File: config.mk
export PLATFORM = sky130hd
export DESIGN_NAME = datapath_arbiter_flat
export DESIGN_NICKNAME = d
export VERILOG_FILES = /design/src/rtl/datapath_arbiter_if.sv /design/src/rtl/datapath_arbiter.sv /design/src/flat_wrapper.sv
export SDC_FILE = /design/constraint.sdc
export NUM_CORES = 1
export LEC_CHECK = 0
export ABC_AREA = 1
export BUFFER_PORTS_ARGS = -buffer_cell sky130_fd_sc_hd__buf_2
export CORE_AREA = 3 3 62 64
export DETAILED_ROUTE_END_ITERATION = 12
export DIE_AREA = 0 0 65 67
export PLACE_DENSITY = 0.86
export SLEW_MARGIN = 0
export SYNTH_ARGS = -nofsm -noshare
export SYNTH_HDL_FRONTEND = slang
export SYNTH_SLANG_ARGS = --single-unit
File: constraint.sdc
create_clock -name clock -period 1.7 [get_ports clock]
set_input_delay 0.255 -clock clock [delete_from_list [all_inputs] [get_ports clock]]
set_output_delay 0.255 -clock clock [all_outputs]
set_load 0.02 [all_outputs]
File: src/rtl/datapath_arbiter_if.sv
// Requester/controller bundle for datapath_arbiter: request side, shared operand bus and grant/completion flags.
// master drives requests and controller valid; slave is the arbiter itself.
interface datapath_arbiter_if #(
  parameter int N = 4,
  parameter int W = 8
);
  logic [N-1:0]   req;
  logic [N*W-1:0] req_data;
  logic           dp_valid;
  logic           dp_start;
  logic [W-1:0]   dp_data;
  logic [N-1:0]   gnt;
  logic [N-1:0]   done;
  logic [N-1:0]   err;
  logic           busy;

  modport master (
    output req, req_data, dp_valid,
    input  dp_start, dp_data, gnt, done, err, busy
  );

  modport slave (
    input  req, req_data, dp_valid,
    output dp_start, dp_data, gnt, done, err, busy
  );
endinterface

File: src/rtl/datapath_arbiter.sv
// Round-robin arbiter sharing one start/valid datapath controller among N requesters.
// Grants one requester at a time, issues a single start, and returns done or a timeout err.
module datapath_arbiter #(
  parameter int N       = 4,
  parameter int W       = 8,
  parameter int TIMEOUT = 15
) (
  input  logic                  clock,
  input  logic                  rst_n,
  datapath_arbiter_if.slave     bus
);

  localparam int PW = (N > 1) ? $clog2(N) : 1;
  localparam int CW = $clog2(TIMEOUT + 1);

  typedef enum logic [1:0] {IDLE, ISSUE, BUSY} state_t;

  state_t        state;
  logic [PW-1:0] ptr;
  logic [PW-1:0] gidx;
  logic [CW-1:0] cnt;
  logic          sel_valid;
  logic [PW-1:0] sel_idx;
  logic [PW-1:0] ptr_next;

  // First requester at or above ptr, wrapping around modulo N.
  always_comb begin
    int k;
    k         = 0;
    sel_valid = 1'b0;
    sel_idx   = '0;
    for (int off = 0; off < N; off++) begin
      k = int'(ptr) + off;
      if (k >= N) k = k - N;
      if (!sel_valid && bus.req[k]) begin
        sel_valid = 1'b1;
        sel_idx   = PW'(k);
      end
    end
  end

  assign ptr_next = (gidx == PW'(N - 1)) ? '0 : gidx + 1'b1;

  // Combinational steering so per-capture operand updates pass straight through.
  always_comb begin
    bus.dp_data = '0;
    for (int i = 0; i < N; i++) begin
      if (bus.gnt[i]) bus.dp_data = bus.req_data[i*W +: W];
    end
  end

  // A valid arriving on the final BUSY cycle takes priority over the timeout.
  always_ff @(posedge clock or negedge rst_n) begin
    if (!rst_n) begin
      state        <= IDLE;
      ptr          <= '0;
      gidx         <= '0;
      cnt          <= '0;
      bus.gnt      <= '0;
      bus.done     <= '0;
      bus.err      <= '0;
      bus.dp_start <= 1'b0;
      bus.busy     <= 1'b0;
    end else begin
      bus.done     <= '0;
      bus.err      <= '0;
      bus.dp_start <= 1'b0;
      case (state)
        IDLE: begin
          if (sel_valid) begin
            bus.gnt      <= {{(N-1){1'b0}}, 1'b1} << sel_idx;
            gidx         <= sel_idx;
            bus.dp_start <= 1'b1;
            bus.busy     <= 1'b1;
            state        <= ISSUE;
          end
        end
        ISSUE: begin
          cnt   <= '0;
          state <= BUSY;
        end
        BUSY: begin
          cnt <= cnt + 1'b1;
          if (bus.dp_valid) begin
            bus.done <= bus.gnt;
            ptr      <= ptr_next;
            bus.gnt  <= '0;
            bus.busy <= 1'b0;
            state    <= IDLE;
          end else if (cnt == CW'(TIMEOUT - 1)) begin
            bus.err  <= bus.gnt;
            ptr      <= ptr_next;
            bus.gnt  <= '0;
            bus.busy <= 1'b0;
            state    <= IDLE;
          end
        end
        default: state <= IDLE;
      endcase
    end
  end

endmodule

File: src/flat_wrapper.sv
// flat-port wrapper written by rule: the top's interface ports become plain ports
module datapath_arbiter_flat 
#(
  parameter int N       = 4,
  parameter int W       = 8,
  parameter int TIMEOUT = 15
)
  (clock, rst_n, bus_req, bus_req_data, bus_dp_valid, bus_dp_start, bus_dp_data, bus_gnt, bus_done, bus_err, bus_busy);
  datapath_arbiter_if #(.N(N), .W(W)) bus_i ();
  input  logic clock;
  input  logic rst_n;
  input wire logic [$bits(bus_i.req)-1:0] bus_req;
  input wire logic [$bits(bus_i.req_data)-1:0] bus_req_data;
  input wire logic [$bits(bus_i.dp_valid)-1:0] bus_dp_valid;
  output wire logic [$bits(bus_i.dp_start)-1:0] bus_dp_start;
  output wire logic [$bits(bus_i.dp_data)-1:0] bus_dp_data;
  output wire logic [$bits(bus_i.gnt)-1:0] bus_gnt;
  output wire logic [$bits(bus_i.done)-1:0] bus_done;
  output wire logic [$bits(bus_i.err)-1:0] bus_err;
  output wire logic [$bits(bus_i.busy)-1:0] bus_busy;
  assign bus_i.req = bus_req;
  assign bus_i.req_data = bus_req_data;
  assign bus_i.dp_valid = bus_dp_valid;
  assign bus_dp_start = bus_i.dp_start;
  assign bus_dp_data = bus_i.dp_data;
  assign bus_gnt = bus_i.gnt;
  assign bus_done = bus_i.done;
  assign bus_err = bus_i.err;
  assign bus_busy = bus_i.busy;
  datapath_arbiter #(.N(N), .W(W), .TIMEOUT(TIMEOUT)) u_core (.clock(clock), .rst_n(rst_n), .bus(bus_i));
endmodule
# Word level (Yosys, flattened, before mapping)
# Cells that the tools add are included.
[classes]
n_reduce_logical = 14
n_addsub = 9
mux = 51
n_shift = 1
eq_ne = 6
n_lt_le_gt_ge = 8
[ops]
columns = ["op", "count"]
rows = [
  ["$lt A32 B4 Y1 const B", 4],
  ["$mux W32", 4],
  ["$ge A32 B4 Y1 const B", 3],
  ["$sub A32 B4 Y32 const B", 3],
  ["$mux W4", 8],
  ["$mux W8", 4],
  ["$mux W2", 10],
  ["$mux W1", 17],
  ["$pmux W4 S2", 2],
  ["$bmux W1 S2", 4],
  ["$add A2 B2 Y3 const B", 2],
  ["$pmux W2 S3", 1],
  ["$reduce_and A2 Y1", 3],
  ["$reduce_bool A2 Y1", 3],
  ["$add A4 B1 Y4 const B", 1],
  ["$eq A2 B2 Y1 const B", 2],
  ["$eq A4 B4 Y1 const B", 1],
  ["$shl A1 B2 Y4 const A", 1],
  ["$sub A2 B3 Y4 const B", 1],
  ["$add A2 B1 Y3 const B", 1],
  ["$ge A2 B3 Y1 const B", 1],
  ["$logic_and A1 B1 Y1", 3],
  ["$logic_not A1 Y1", 3],
  ["$ne A3 B2 Y1 const B", 1],
  ["other kinds (6)", 6],
]
[totals]
ff_bits = 24
word_cells = 98
in_bits = 39
out_inout_bits = 22

# Longest topological paths before layout
# Gate-level depths: netlist of run 1.
[logic_depth]
depth_word = 18
depth_mapped = 13
ltp_nobuf = 12

# Worst setup path before layout of run 1
# No wires, ideal clock.
[synth_path]
path_type = "reg2out"
from = "register u_core.bus.gnt[0]"
to = "output port bus_dp_data[0]"
arrival_time_ns = 1.533
stages_incl_launch_ff = 5
path_slack_ns = -0.088
required_time_ns = 1.445
cell_sequence = "dfrtp_1 inv_1 nor2_1 a221oi_1 o31ai_1"
[synth_via]
elab_chain_len = 4
[synth_lines]
columns = ["item", "line_no", "text"]
rows = [
  ["start: declaration", "datapath_arbiter_if.sv:24", "output dp_start, dp_data, gnt, done, err, busy"],
  ["start signal: assignment", "datapath_arbiter.sv:71", "bus.gnt <= {{(N-1){1'b0}}, 1'b1} << sel_idx;"],
  ["$mux W8 (4 in a row)", "datapath_arbiter.sv:48", "if (bus.gnt[i]) bus.dp_data = bus.req_data[i*W +: W];"],
  ["end: declaration", "flat_wrapper.sv:16", "output wire logic [$bits(bus_i.dp_data)-1:0] bus_dp_data;"],
]
# Every way passes these cells.

# Final worst setup path of run 1
[layout_path]
from = "register u_core.bus.gnt[0]"
to = "output port bus_dp_data[2]"
# Same word-level chain as after synthesis.

==> flow_results.org, run 1 <==
** Routing
- For this run, design rule violations remaining after detail routing come to 0.
- Total Routed Length :: 4430 um
- Via density :: 5.18
- After detailed routing, the average wire length per cell comes to 13.6 um.
- Number of violations reported at the end of detailed-routing iteration 0 :: 89
- Vias post-DR :: 1682
- The first detailed-routing pass ran for 4 iterations.
- Post-detailed-route count of antenna-violating nets :: 0

** Global routing
- The number of global-route vias before repair came to 1511.
- Largest net degree at the start of global routing :: 25
- Most Crowded Layer GR :: met2
- Met1 Usage GRT :: 22.8%
- For this run the aggregate overflow at the end of global routing stands at 0.
- Gr usage total :: 19.8%
- The number of antenna violations at the first check in global routing came to 0.
- The first global-routing pass estimated 6710 um of wire.
- For this run, global-route usage on met3 was measured as 3.04%.
- Met2 layer usage reported by global route :: 37.0%

** Logic synthesis
- For this run, the number of Yosys warnings is 0.
- The number of nets in the synthesized netlist is 256.
- Sequential cells were found to cover 36.7% of the synthesized design area.
- Cell count after synthesis :: 210
- For this run, asynchronously set or reset flops after synthesis account for 100%.
- Summing every instance area after synthesis gives 1640 um2.
- Dividing the synthesized area by the synthesized cell count gives 7.80 um2.
- Counting flops with a built-in enable in the synthesized netlist gives 0.
- Number of unique standard cell types used by synthesis :: 30
- Count of state elements after synthesis :: 24
- Dominant synthesized flop cell :: dfrtp_1

** Place
- Detailed placement finished with a half-perimeter wire length of 3100 um.
- Inst Count DP :: 316
- IO Port Bufs :: 60
- DP Worst Slack :: 0.0185 ns
- Once placement finished, the instance area stood at 2040 um2.
- Routability cong. :: 0.894

** Final layout
- At the end of the flow, the number of nets in the layout was 326.
- The number of antenna diodes in the final layout is 0.
- The post-route netlist has 44.8% of its cells at a drive strength greater than 1.
- After filler insertion, the fill cell instance count of the layout stands at 248.
- Summing all multi-input logic gate instances after layout gives 1080 um2.
- Area Overhead vs Synth :: 38.7%
- Storage cell area :: 602 um2
- Core utilization of the finished layout :: 68.1%
- Finished Layout Cells :: 325
- Post-Layout Inst Area :: 2270 um2

** Worst setup path
- Critical Path Start Type :: flop
- Crit path max-delay family :: flip-flops
- In this design, the stage delay of the slowest critical-path cell is 0.42 ns.
- Data on the critical path is required at its endpoint by 1.44 ns.
- In this run the worst path has a maximum fanout of 5.
- Walking the worst path, the cells encountered are inv_2 -> nor2_4 -> buf_6 -> a221oi_4 -> o31ai_2 -> buf_2.
- The critical path contains buffers and inverters numbering 3 combined.
- The worst setup path is captured at an output pin.
- Worst endpoint data arrival time :: 1.55 ns
- The largest individual stage delay along the critical path comes from the cell dfrtp_1.
- Worst setup path class :: reg -> out

** Timing
- At the pin with the least slew margin, the transition time is 0.528 ns.
- Across the routed clock network, the largest skew measured is 0.0149 ns.
- Once routing completed, OpenROAD measured the worst setup slack at -0.109 ns.
- Setup violations remaining at the end of the flow were counted as 8.
- Final max-slew violation count :: 0
- Final worst path period share :: 106%
- Min Clock Period, post-route :: 1.81 ns
- Headroom to the max-slew limit came out at 64.8%.
- Number of failing hold endpoints at the final stage :: 0
- Based on the critical path, the design can be clocked at up to 553 MHz.
- Unrepaired setup endpoints after global routing :: yes
- In the final timing run, aggregate negative setup slack is -0.620 ns.

** Run status
- Status :: complete, but fails checks
- The final reports fail on negative setup slack.

** Floorplan
- Num rows :: 21
- The die covers 4360 um2.
- Height of the die :: 67 um
- Top Ports :: 61
- The initial utilization of the core area, before any placement, comes to 49.1%.
- Placeable core area :: 3340 um2
- Width of the chip :: 65 um

** Power
- For this design the ratio of total power to cell area is 1880 nW/um2.
- Worst ir drop on vdd :: 859 uV
- LEAKAGE :: 1.19 nW

** Run
- Maxcap violations :: 0

** CTS
- CTS saw 24 sinks.
- In this run the number of H-tree levels came out at 1.
- TritonCTS built the clock tree.
- Clock slew at reported path FFs :: 0.14 ns
- Clock tree synthesis inserted a total of 3 buffers.
- Root buffer cell :: clkbuf_4
- The clock passes through at most 2 buffers.
- Clock latency on the worst-skew pair, taken at its later pin, is 0.34 ns.

** Worst hold path
- Class of the most critical hold timing path :: in -> reg
## power by group
group / switching, mW / leakage, nW / internal [mW]
clock network: 0.181 / 0.0210 / 0.131
logic: 1.86 / 0.854 / 1.20
registers: 0.166 / 0.318 / 0.727
## cell usage in the layout (no fill, tap or decap), types with 4 or more instances in the layout
cell type	netlist	layout
a21oi_1	4	4
a221oi_4	0	5
buf_2	0	54
buf_4	0	13
dfrtp_1	24	23
ha_1	7	7
inv_1	19	18
nand2_1	57	56
nand2_2	11	12
nand3_1	9	9
nor2_1	21	19
nor3_1	4	4
o21ai_0	4	4
o31ai_2	0	8
## worst register-to-register path: stages (launching register included)
cell     delay [ns]
dfrtp_1        0.41
buf_4          0.19
nand2_1        0.07
nand3_1        0.11
nand2_2        0.12
nor2_8         0.15
nand3_4        0.10
nand4_2        0.13
inv_1          0.08
nand2_1        0.07
nand2_1        0.05
## per-stage QoR
step	hold WS, ns	power (mW)
after floorplan	-0.0406	2.93
after global placement	0.252	3.46
after detailed placement	0.267	3.54
after CTS	0.274	4.10
after global routing	0.287	4.59
final	0.277	4.27
## synth_stat cells, types with 2 or more instances
cell type	instances	share of area [%]
dfrtp_1	24	37
o21ai_1	4	1.2
nand2_1	57	13
buf_6	2	1.4
ha_1	7	5.3
nor3_1	4	1.2
nor2_1	21	4.8
nand3_4	2	2.1
a221oi_1	8	4.3
o31ai_1	8	3.7
nand4_2	2	1.5
o22ai_1	2	0.76
nand3_1	9	2.7
nand2_2	11	4.2
a21oi_1	4	1.2
nand3_2	2	1.2
clkbuf_1	4	0.92
nand2_4	3	2.1
nor2_2	2	0.76
inv_2	3	0.69
o21ai_0	4	1.2
inv_1	19	4.4
## cells by family after synthesis
logic type      share of synthesized area [%]
flops                                    36.7
compound gates                           13.1
simple gates                             36.8
xor+xnor                                0.535
buf+inv                                  7.56
fa+ha+maj                                5.35
## final timing paths
check | endpoint | depth (start not counted) | startpoint | slack, ns
max | bus_dp_data[2] | 6 | u_core.bus.gnt[0]$_DFFE_PN0P_ | -0.11
min | u_core.bus.err[0]$_DFF_PN0_ | 4 | bus_dp_valid | 0.28
max reg2reg | u_core.bus.gnt[1]$_DFFE_PN0P_ | 10 | u_core.ptr[0]$_DFFE_PN0P_ | 0.11
min reg2reg | u_core.gidx[1]$_DFFE_PN0P_ | 2 | u_core.gidx[1]$_DFFE_PN0P_ | 0.53
max in group asynchronous | u_core.bus.gnt[3]$_DFFE_PN0P_ | 2 | rst_n | 0.87
min in group asynchronous | u_core.bus.done[2]$_DFF_PN0_ | 2 | rst_n | 0.45
## sequential cells by signal (all words and copies together) (netlist names)
signal / cells
u_core.bus.done: 4
u_core.bus.err: 4
u_core.bus.gnt: 4
u_core.cnt: 4
u_core.gidx: 2
u_core.ptr: 2
u_core.state: 2
u_core.bus.busy: 1
u_core.bus.dp_start: 1
## final cells by class
class | instances | share of cell area, %
Timing Repair Buffer | 71 | 18.1
Multi-Input combinational cell | 157 | 47.4
Sequential cell | 24 | 26.5
Tap cell | 46 | 2.53
Clock buffer | 4 | 1.60
Inverter | 23 | 3.91
## routing by layer
layer | share of wire [%] | vias to the layer above | wire length (um)
li1 | - | 833 | -
met1 | 39 | 772 | 1750
met2 | 51 | 71 | 2280
met3 | 8.0 | 6 | 353
met4 | 1.1 | 0 | 50
met5 | 0 | - | 0
## repair_timing
action / in CTS / in global routing
setup buffers: 4 / 0
resized for setup: 20 / 10
endpoints found under the setup margin: 9 / 13
endpoints found under the hold margin: 24 / 0
hold buffers: 1 / 0
pin swaps: 2 / 5
(Power assumes the default switching activity.)
==> run 2: changes to the inputs <==
Clock period 1.7 ns to 2.2 ns, I/O delays scaled along.
==> flow_results.org, run 2 (synthesis results as in run 1) <==
** Global routing
- The maximum number of pins on one net before global-route repair came to 25 (unchanged).
- Antenna violations before repair :: 0 (unchanged)
- The number of global-route vias before repair came to 1401 (-7.3%).
- The sum of overflow across all layers after global routing was 0 (unchanged).
- The total global-route track usage is 17.7% (-2.2 points).
- The wire length of the first global-routing pass is 6100 um (-9.1%).

** Power
- Worst ir drop on vdd :: 409 uV (-52%)
- The sequential share of power came to 26.1% (+5.2 points).
- The net switching component of the power is 1.49 mW (-32%).
- LEAKAGE :: 1.08 nW (-9.4%)
- Clock network power share :: 6.8% (-0.5 points)
- Pint :: 1.28 mW (-38%)
- The power per cell area was 1390 nW/um2 (-26%).
- The combinational power share came to 67.1% (-4.6 points).
- The switching fraction of total power is 53.9% (+2.2 points).

** Final layout
- Most common cell after layout, fill and taps aside :: buf_2
- Share of post-route cells with drive strength above 1 :: 34.7% (-10 points)
- Area Overhead vs Synth :: 21.7%
- Most frequent cells in the layout :: buf_2, nand2_1, dfrtp_1
- The final net count is 316 (-3.1%).
- Antenna fix cells :: 0 (unchanged)
- Fill cells :: 297 (+20%)

** Place
- The HPWL after detailed placement was 3020 um (-2.6%).
- Routability cong. :: 0.884 (-1.1%)
- DP Worst Slack :: 0.385 ns (+0.366 ns)
- IO Port Bufs :: 60 (unchanged)

** Worst setup path
- The data arrival time at the worst-slack endpoint is 1.71 ns (+0.16 ns).
- The flop-to-flop setup slack came to 0.43 ns (+0.32 ns).
- The worst setup path is of the reg -> out kind.
- The worst reg2reg path depth is 11 (+1).
- The slowest stage of the critical path belongs to the cell dfrtp_1.
- The count of buffer and inverter cells on the critical path is 2 (-1).
- The data required time of the critical path came to 1.87 ns (+0.43 ns).
- STA classifies the critical path endpoint as an output pin.
- Launching point of the worst reg2reg path :: u_core.ptr[0]$_DFFE_PN0P_
- The peak per-stage delay on the critical path was 0.55 ns (+0.13 ns).
- Crit path max-delay family :: flip-flops
- Critical Path Fanout Max :: 11 (+6)
- Walking the worst path, the cells encountered are clkinv_1 -> nor2_1 -> o31ai_1 -> buf_2.
- In this run the critical register-to-register path is captured at u_core.bus.gnt[1]$_DFFE_PN0P_.
- The worst setup path is launched from a flop.

** Timing
- The final setup skew came to 0.000966 ns (-0.0139 ns).
- Derived from the worst setup path, the maximum achievable clock frequency is 490 MHz.
- The number of hold-slack violations in the final timing report came to 0 (unchanged).
- The transition time of the tightest slew-check pin came to 0.570 ns (+0.0419 ns).
- Total of endpoints with negative setup slack in the final report :: 0 (-8)
- The worst-case hold slack came to 0.342 ns (+0.0650 ns).
- Min Clock Period, post-route :: 2.04 ns
- Final worst path period share :: 92.8%
- Unrepaired setup endpoints after global routing :: no
- The max-slew violation total from the final report was 0 (unchanged).
- Final worst-path setup slack :: 0.159 ns (+0.268 ns)
- Slew headroom :: 62.0% (-2.8 points)
- Total Neg Setup Slack :: 0 ns (+0.620 ns)

** Routing
- The sum of routed wire length over all layers is 3710 um (-16%).
- Number of violations reported at the end of detailed-routing iteration 0 :: 31 (-65%)
- The final antenna-violating net count is 0 (unchanged).
- The number of remaining DRC errors came to 0 (unchanged).
- Vias post-DR :: 1591 (-5.4%)
- The first-pass iteration count of the detailed router came to 4 (unchanged).
- Wirelength per Cell :: 11.8 um (-13%)
- The via count normalized by instance count came to 5.07 (-2.1%).

** CTS
- Clock slew at reported path FFs :: 0.12 ns (-0.02 ns)
- Total clock sinks :: 24 (unchanged)
- The number of buffers on the longest clock path came to 2 (unchanged).
- CTS tree :: built
- Setup repair bufs after CTS :: 0 (-4)
- Latest clock arrival within the worst-skew pair :: 0.31 ns (-0.03 ns)
- Root buffer cell :: clkbuf_4
- Clock buffers created by TritonCTS :: 3 (unchanged)
- The number of H-tree branching levels came to 1 (unchanged).

** Floorplan
- The I/O pin count came to 61 (unchanged).
- Initial core utilization :: 49.1% (unchanged)
- Height of the die :: 67 um (unchanged)
- Die Area :: 4360 um2 (unchanged)
- The number of rows created at floorplan is 21 (unchanged).
- Width of the chip :: 65 um (unchanged)
- Placeable core area :: 3340 um2 (unchanged)

** Worst hold path
- Class of the most critical hold timing path :: in -> reg
- Worst hold path depth :: 4 (unchanged)
- Worst-case hold path end point :: u_core.bus.err[0]$_DFF_PN0_
- The worst hold path begins at bus_dp_valid.

** Run
- The reported max-cap violation count was 0 (unchanged).

** Run status
- Status :: complete, no violations
## run 2: worst max-delay path by stage
stage          depth (start not counted)             end                     startpoint  slack [ns]
2_1_floorplan                          4  bus_dp_data[0]  u_core.bus.gnt[0]$_DFFE_PN0P_        0.34
3_3_place_gp                           4  bus_dp_data[6]  u_core.bus.gnt[1]$_DFFE_PN0P_        0.40
3_5_place_dp                           4  bus_dp_data[3]  u_core.bus.gnt[1]$_DFFE_PN0P_        0.38
4_1_cts                                4  bus_dp_data[3]  u_core.bus.gnt[1]$_DFFE_PN0P_        0.02
5_1_grt                                4  bus_dp_data[7]  u_core.bus.gnt[2]$_DFFE_PN0P_        0.04
6_report                               4  bus_dp_data[7]  u_core.bus.gnt[2]$_DFFE_PN0P_        0.16
## run 2: metal layers
layer  share of wire (%)  routed length, um  track usage, %
met4                 1.2                 45            4.75
met3                  10                388            4.38
met5                   0                  0               0
met2                  49               1800            31.9
met1                  40               1480            20.8
## run 2: worst register-to-register path, delay by kind of cell (launching register included)
kind	cells	cell delay, ns
buffers and inverters	2	0.26
flip-flops	1	0.58
AND/OR/NAND/NOR	9	0.84
## run 2: cell type report
class	instances	area (um2)	share of cell area (%)
timing repair buffer	61	310	15.6
tap	46	57.6	2.89
clock buffer	3	22.5	1.13
inverter	23	86.3	4.33
sequential	24	601	30.1
multi-input combinational	157	916	46.0
## run 2: power by group through the flow
stage	logic (mW)	registers, mW	clock network [mW]
after global routing	2.10	0.749	0.206
after global placement	1.82	0.726	0
after detailed placement	1.86	0.732	0
after floorplan	1.49	0.697	0
after CTS	1.87	0.722	0.195
final	1.86	0.723	0.188
## run 2: stage by stage
stage	area [um2]	utilization (%)	total power, mW	instances
after CTS	1990	59.7	2.78	314
after detailed placement	1960	58.7	2.59	310
after floorplan	1640	-	2.19	210
final	1990	59.7	2.77	314
after global routing	1990	59.7	3.05	314
after global placement	1960	58.7	2.54	310
## run 2: repair_timing
| action | 4_1_cts | 5_1_grt |
|---|---|---|
| resized for setup | 0 | 1 |
| hold endpoints to repair | 24 | 0 |
| hold buffers | 1 | 0 |
| endpoints found under the setup margin | 0 | 8 |
